### config.mk
export PLATFORM = sky130hd
export DESIGN_NAME = ecc_scrub_reader
export DESIGN_NICKNAME = d
export VERILOG_FILES = /design/src/rtl/ecc_scrub_reader.sv
export SDC_FILE = /design/constraint.sdc
export NUM_CORES = 1
export LEC_CHECK = 0
export CORE_MARGIN = 2
export CORE_UTILIZATION = 55
export CTS_CLUSTER_DIAMETER = 40
export DETAILED_ROUTE_END_ITERATION = 12
export MAX_ROUTING_LAYER = met4
export PLACE_DENSITY = 0.9
export SKIP_CTS_REPAIR_TIMING = 1
export SYNTH_ARGS = -nofsm -noshare
export SYNTH_HDL_FRONTEND = slang
export SYNTH_SLANG_ARGS = --single-unit
### constraint.sdc
create_clock -name clk -period 3.6 [get_ports clk]
set_clock_uncertainty 0.05 [all_clocks]
set_input_delay 0.72 -clock clk [delete_from_list [all_inputs] [get_ports clk]]
set_output_delay 0.72 -clock clk [all_outputs]
set_load 0.02 [all_outputs]
### src/rtl/ecc_scrub_reader.sv
// Background SECDED scrubber: walks the memory in idle arbiter slots, decodes each
// 13-bit codeword, writes back single-bit corrections and logs double-bit errors.
module ecc_scrub_reader #(
    parameter int ADDR_W   = 4,
    parameter int INTERVAL = 16,
    parameter int CNT_W    = 8
) (
    input  logic              clk,
    input  logic              r,
    input  logic              en,
    input  logic              mem_gnt,
    output logic              mem_re,
    output logic              mem_we,
    output logic [ADDR_W-1:0] mem_addr,
    input  logic [12:0]       mem_rdata,
    output logic [12:0]       mem_wdata,
    output logic              busy,
    output logic [CNT_W-1:0]  sec_cnt,
    output logic [CNT_W-1:0]  ded_cnt,
    output logic              ded_flag,
    output logic [ADDR_W-1:0] ded_addr,
    output logic              sweep_done,
    input  logic              clr
);

    localparam int IW = (INTERVAL > 1) ? $clog2(INTERVAL) : 1;
    localparam logic [IW-1:0] IVL_LOAD = IW'(INTERVAL - 1);

    typedef enum logic [2:0] {
        S_IDLE,
        S_WAIT,
        S_RD,
        S_DEC,
        S_WB,
        S_NEXT
    } state_t;

    state_t              state_reg, state_next;
    logic [ADDR_W-1:0]   ptr_reg, ptr_next;
    logic [IW-1:0]       ivl_reg, ivl_next;
    logic [12:0]         wdata_reg, wdata_next;
    logic [CNT_W-1:0]    sec_cnt_reg, ded_cnt_reg;
    logic                ded_flag_reg;
    logic [ADDR_W-1:0]   ded_addr_reg;
    logic                sec_inc, ded_inc;

    // Hamming positions that contribute to syndrome bit b
    function automatic logic [12:0] syn_mask(input int b);
        logic [12:0] m;
        m = '0;
        for (int k = 1; k < 13; k++) begin
            m[k] = (((k >> b) & 1) == 1);
        end
        return m;
    endfunction

    logic [3:0]  syn;
    logic        parity;
    logic        clean_hit, sec_hit;
    logic [12:0] corr_word;

    genvar gi;
    generate
        for (gi = 0; gi < 4; gi++) begin : g_syn
            localparam logic [12:0] MASK = syn_mask(gi);
            assign syn[gi] = ^(mem_rdata & MASK);
        end
    endgenerate

    assign parity    = ^mem_rdata;
    assign clean_hit = (syn == 4'd0) && !parity;
    assign sec_hit   = parity && (syn <= 4'd12);
    // syndrome 0 with odd parity means bit 0 itself flipped, which the shift covers
    assign corr_word = mem_rdata ^ (13'd1 << syn);

    always_comb begin
        state_next = state_reg;
        ptr_next   = ptr_reg;
        ivl_next   = ivl_reg;
        wdata_next = wdata_reg;
        sec_inc    = 1'b0;
        ded_inc    = 1'b0;
        case (state_reg)
            S_IDLE: begin
                if (en) begin
                    state_next = S_WAIT;
                    ivl_next   = IVL_LOAD;
                end
            end
            S_WAIT: begin
                if (!en) begin
                    state_next = S_IDLE;
                end else if (ivl_reg == '0) begin
                    state_next = S_RD;
                end else begin
                    ivl_next = ivl_reg - 1'b1;
                end
            end
            S_RD: begin
                if (mem_gnt) state_next = S_DEC;
            end
            S_DEC: begin
                if (sec_hit) begin
                    wdata_next = corr_word;
                    sec_inc    = 1'b1;
                    state_next = S_WB;
                end else begin
                    ded_inc    = !clean_hit;
                    state_next = S_NEXT;
                end
            end
            S_WB: begin
                if (mem_gnt) state_next = S_NEXT;
            end
            S_NEXT: begin
                ptr_next = ptr_reg + 1'b1;
                if (en) begin
                    state_next = S_WAIT;
                    ivl_next   = IVL_LOAD;
                end else begin
                    state_next = S_IDLE;
                end
            end
            default: state_next = S_IDLE;
        endcase
    end

    always_ff @(posedge clk or posedge r) begin
        if (r) begin
            state_reg    <= S_IDLE;
            ptr_reg      <= '0;
            ivl_reg      <= '0;
            wdata_reg    <= '0;
            sec_cnt_reg  <= '0;
            ded_cnt_reg  <= '0;
            ded_flag_reg <= 1'b0;
            ded_addr_reg <= '0;
        end else begin
            state_reg <= state_next;
            ptr_reg   <= ptr_next;
            ivl_reg   <= ivl_next;
            wdata_reg <= wdata_next;
            if (clr) begin
                sec_cnt_reg  <= '0;
                ded_cnt_reg  <= '0;
                ded_flag_reg <= 1'b0;
                ded_addr_reg <= '0;
            end else begin
                if (sec_inc && (sec_cnt_reg != '1)) sec_cnt_reg <= sec_cnt_reg + 1'b1;
                if (ded_inc) begin
                    if (ded_cnt_reg != '1) ded_cnt_reg <= ded_cnt_reg + 1'b1;
                    ded_flag_reg <= 1'b1;
                    ded_addr_reg <= ptr_reg;
                end
            end
        end
    end

    // Strobes decode the state register and are qualified by the live grant so the
    // op lands in the granted cycle and read data is present during DEC.
    assign mem_re     = (state_reg == S_RD) && mem_gnt;
    assign mem_we     = (state_reg == S_WB) && mem_gnt;
    assign mem_addr   = ptr_reg;
    assign mem_wdata  = wdata_reg;
    assign busy       = (state_reg != S_IDLE) && (state_reg != S_WAIT);
    assign sweep_done = (state_reg == S_NEXT) && (&ptr_reg);
    assign sec_cnt    = sec_cnt_reg;
    assign ded_cnt    = ded_cnt_reg;
    assign ded_flag   = ded_flag_reg;
    assign ded_addr   = ded_addr_reg;

endmodule

==> impl.org <==
** Outcome
- The run finished with clean final reports.

** Routing
- In this run the remaining antenna-violating nets after routing total 0.
- Across all layers, the routed design uses 2499 vias.
- The first TritonRoute pass finished after 5 iterations.
- In the final routed layout, each cell accounts on average for roughly 15 microns.
- In this run, the number of DRC markers left after iteration 0 of detailed routing was ~170.
- For this block, the routed nets add up to between 6 and 7 mm of wire.
- Detail-routed via count per cell :: between 5 and 6
- For this run, design rule violations remaining after detail routing come to 0.

** Timing
- The number of pins with negative max-slew slack in the final report was 0.
- Final clock period utilization by the worst path :: around 100%
- Slew at the pin with the worst max-slew slack :: about 0.85 ns
- Worst slew margin :: between 40% and 50%
- Final hold analysis gives a worst-case slack of ~0.43 ns.
- Number of endpoints failing setup at the final stage :: 0
- Hold violation total from the final report :: 0
- The smallest clock period supported by the final layout is computed as 3.60 ns.
- Maximum clock rate :: between 0.2 and 0.3 GHz
- Setup total negative slack on the finished layout was measured at 0 ns.

** Clock tree
- TritonCTS created 5 clock buffers.
- Insertion delay to the later sink of the worst-skew pair :: about 0.30 ns
- The clock drives 45 sinks.
- Clock tree from TritonCTS :: done
- Max Buffers Root-to-Sink :: 2
- Clock transition time at the flip-flop clock pins of the worst setup and hold paths :: roughly 0.090 ns
- H-Tree Depth :: 2
- Clk root buf :: sky130_fd_sc_hd__clkbuf_8

** Synth
- Fraction of synthesized area in multiplexers :: 3.91%
- Synthesis produced a netlist with a net count of roughly 300.
- For this run, the number of Yosys warnings is 0.
- Share of the synthesized area in compound gates (AO/OA/AOI/OAI) :: about an eighth
- By area, the combinational part of the netlist is dominated by simple AND/OR/NAND/NOR gates.
- Number of distinct library cell variants in the gate-level netlist after synthesis :: 52
- In the synthesized netlist the dominant register cell turns out to be sky130_fd_sc_hd__dfrtp_1.
- The share of synthesized area in the top cell type comes to approximately two fifths.
- Main area contributors after synthesis :: sky130_fd_sc_hd__dfrtp_1 41%, sky130_fd_sc_hd__xor2_1 5.5%, sky130_fd_sc_hd__o21ai_0 5.1%
- Area leader, netlist :: sky130_fd_sc_hd__dfrtp_1
- Cell area after synthesis :: between 2000 and 3000 sq um
- Synth Area in Simple Gates :: between 20% and 30%
- Number of synthesized register bits :: 45
- Synthesis handed over a netlist of roughly 290 instances.
- Averaged over all synthesized cells, the footprint is 9.52 sq um.
- Proportion of synthesized flip-flops having asynchronous set or reset :: 100%
- Xor/xnor cell area share of the yosys netlist :: 15.2%
- The synthesized design contains 0 enable-type register cells.
- Adder and majority gate portion of the synthesized area :: about 1.8%
- Share of the yosys chip area belonging to registers :: 41.4%

** Hold path
- Hold path startpoint :: sec_cnt[4]
- Terminating pin of the worst hold path :: sec_cnt[4]
- Counting instances, the worst hold path has a depth of 1.
- Hold Path Class :: flip-flop to flip-flop

** Critical path
- Slowest-stage cell, CP :: sky130_fd_sc_hd__or4b_1
- Kind of start point of the critical path :: input port
- Worst setup path category :: input port to flip-flop
- CP top delay family :: simple AND/OR/NAND/NOR gates
- Setup slack on the worst reg-to-reg path comes out at roughly 1.4 ns.
- The most critical setup path has its startpoint at mem_rdata[1].
- Worst reg2reg endpoint :: ded_cnt[4]
- The startpoint identified for the worst register-to-register timing path is state_reg[2].
- Counting cells, the worst reg-to-reg path comes to 5.
- Critical path capture point type :: flip-flop
- Arrival time of the worst setup path :: around 3.8 ns
- Traced cell by cell, the critical path runs through clkdlybuf4s50_1, xor2_1, xnor3_4, and2_2, o41a_1, or3_1, or4b_1, a21oi_1.
- Along the worst path, the maximum fanout reaches 7.
- Crit path largest cell delay :: about 0.6 ns
- Bufs and invs on worst path :: 1
- STA puts the critical path data required time at roughly 3.8 ns.

** Final layout
- Leaving out fill and tap cells, the most frequent cell in the layout is sky130_fd_sc_hd__clkdlybuf4s50_1.
- Number of nets in the finished design :: around 380
- The area growth from synthesis to layout is 32.6%.
- Cells with a size suffix above 1 make up between 10% and 20% of the layout.
- Count of inserted antenna diode cells :: 0
- Max reg flops :: 13
- In the layout the commonest cells are 59 x sky130_fd_sc_hd__clkdlybuf4s50_1, 45 x sky130_fd_sc_hd__dfrtp_1, 30 x sky130_fd_sc_hd__nand2_1.

** Global routing
- The number of antenna violations at the first check in global routing was 0.
- Entering global routing, the biggest net connects 26 pins.
- Global routing used between 20% and 30% of the available tracks.
- The first global-routing pass estimated roughly 11 mm of wire.
- Overflow left after global routing :: 0
- The number of global-route vias before repair is between 2000 and 2500.

** Placement
- RD Place Congestion :: approximately 0.95
- Detail Placement HPWL :: 4.57 mm
- In this run the tool buffered the top-level ports with approximately 60 buffer cells.

** Die
- The die covers 5530 sq um.
- Once the floorplan was initialized, standard cells occupied ~57% of the core.
- Number of top-level design ports :: 60
- Die Width :: between 70 and 80 microns
- Core Rows :: 25
- Measured along the y axis, the die boundary spans around 74 microns.
- Placeable core area :: ~4800 sq um

** Flow run
- Max-cap violations in this run came to 0.

** Pwr
- VDD sags by at most between 0.2 and 0.3 mV.
- In this run the power density over the cells is 400 nW/um^2.
- Summed over all cells, the static leakage comes to around 1.5 nW.
==> worst reg2reg max path, cell delays in order (launching register included) <==
cell                      delay (ns)
sky130_fd_sc_hd__dfrtp_1        0.44
sky130_fd_sc_hd__inv_1          0.14
sky130_fd_sc_hd__nand3_1        0.18
sky130_fd_sc_hd__or3_1          0.52
sky130_fd_sc_hd__or4b_1         0.59
sky130_fd_sc_hd__a21oi_1        0.19
==> cell usage after synthesis (all sizes together) (3+ instances only) <==
| cell | number |
|---|---|
| nand2b | 4 |
| a21oi | 16 |
| and3 | 3 |
| xnor3 | 3 |
| and2 | 3 |
| dfrtp | 45 |
| mux2i | 5 |
| xor2 | 18 |
| or3 | 6 |
| mux2 | 5 |
| nand3 | 11 |
| a211oi | 3 |
| o21ai | 28 |
| clkbuf | 8 |
| nor2 | 20 |
| nor2b | 4 |
| nor3 | 11 |
| inv | 10 |
| nand2 | 30 |
| nand4 | 4 |
| ha | 4 |
| xnor2 | 17 |
==> cell families (layout without fill, tap and decap cells) <==
family                     Yosys count  after routing
AOI/OAI and AO/OA                   58             58
buffers and inverters               21             97
adders and majority gates            4              4
muxes                               10             10
xor gates and xnor gates            38             38
DFF                                 45             45
and+or+nand+nor                    110            110
==> metrics by stage <==
stage	utilization, %	power, W	area [sq um]	setup slack (ns)	instances
after floorplan	-	0.000887	2720	0.481	286
after global placement	73.0	0.00108	3470	-0.0453	420
after detailed placement	73.0	0.00110	3470	-0.157	420
after CTS	75.0	0.00143	3570	0.0148	428
after global routing	75.9	0.00151	3610	-0.0263	429
final	75.9	0.00144	3610	0.000542	429
==> layout make-up <==
cell class | instances | area (sq um)
tap | 67 | 83.8
clock inverter | 2 | 13.8
fill | 341 | 1150
multi-input combinational | 220 | 1520
inverter | 10 | 37.5
sequential | 45 | 1130
clock buffer | 6 | 82.6
timing repair buffer | 79 | 741
==> worst max-delay path by stage <==
stage	end	slack, ns	depth (start not counted)
after detailed placement	ded_cnt[4]	-0.16	8
after floorplan	ded_cnt[4]	0.48	9
after global routing	ded_cnt[4]	-0.03	8
final	ded_cnt[4]	0.0005	8
after global placement	ded_cnt[4]	-0.05	8
after CTS	ded_cnt[4]	0.01	8
==> power breakdown <==
part | switching [W] | internal (W)
Sequential | 0.0000372 | 0.000562
Clock | 0.000174 | 0.000156
Combinational | 0.000277 | 0.000237
==> per-layer routing <==
layer | GRT usage, % | vias up | part of all wire [%]
met2 | 43.6 | 105 | 52
met4 | 10.3 | 0 | 2.7
met3 | 4.34 | 23 | 6.0
met5 | - | - | 0
li1 | - | 1145 | -
met1 | 30.7 | 1226 | 39
(Power assumes the default switching activity.)
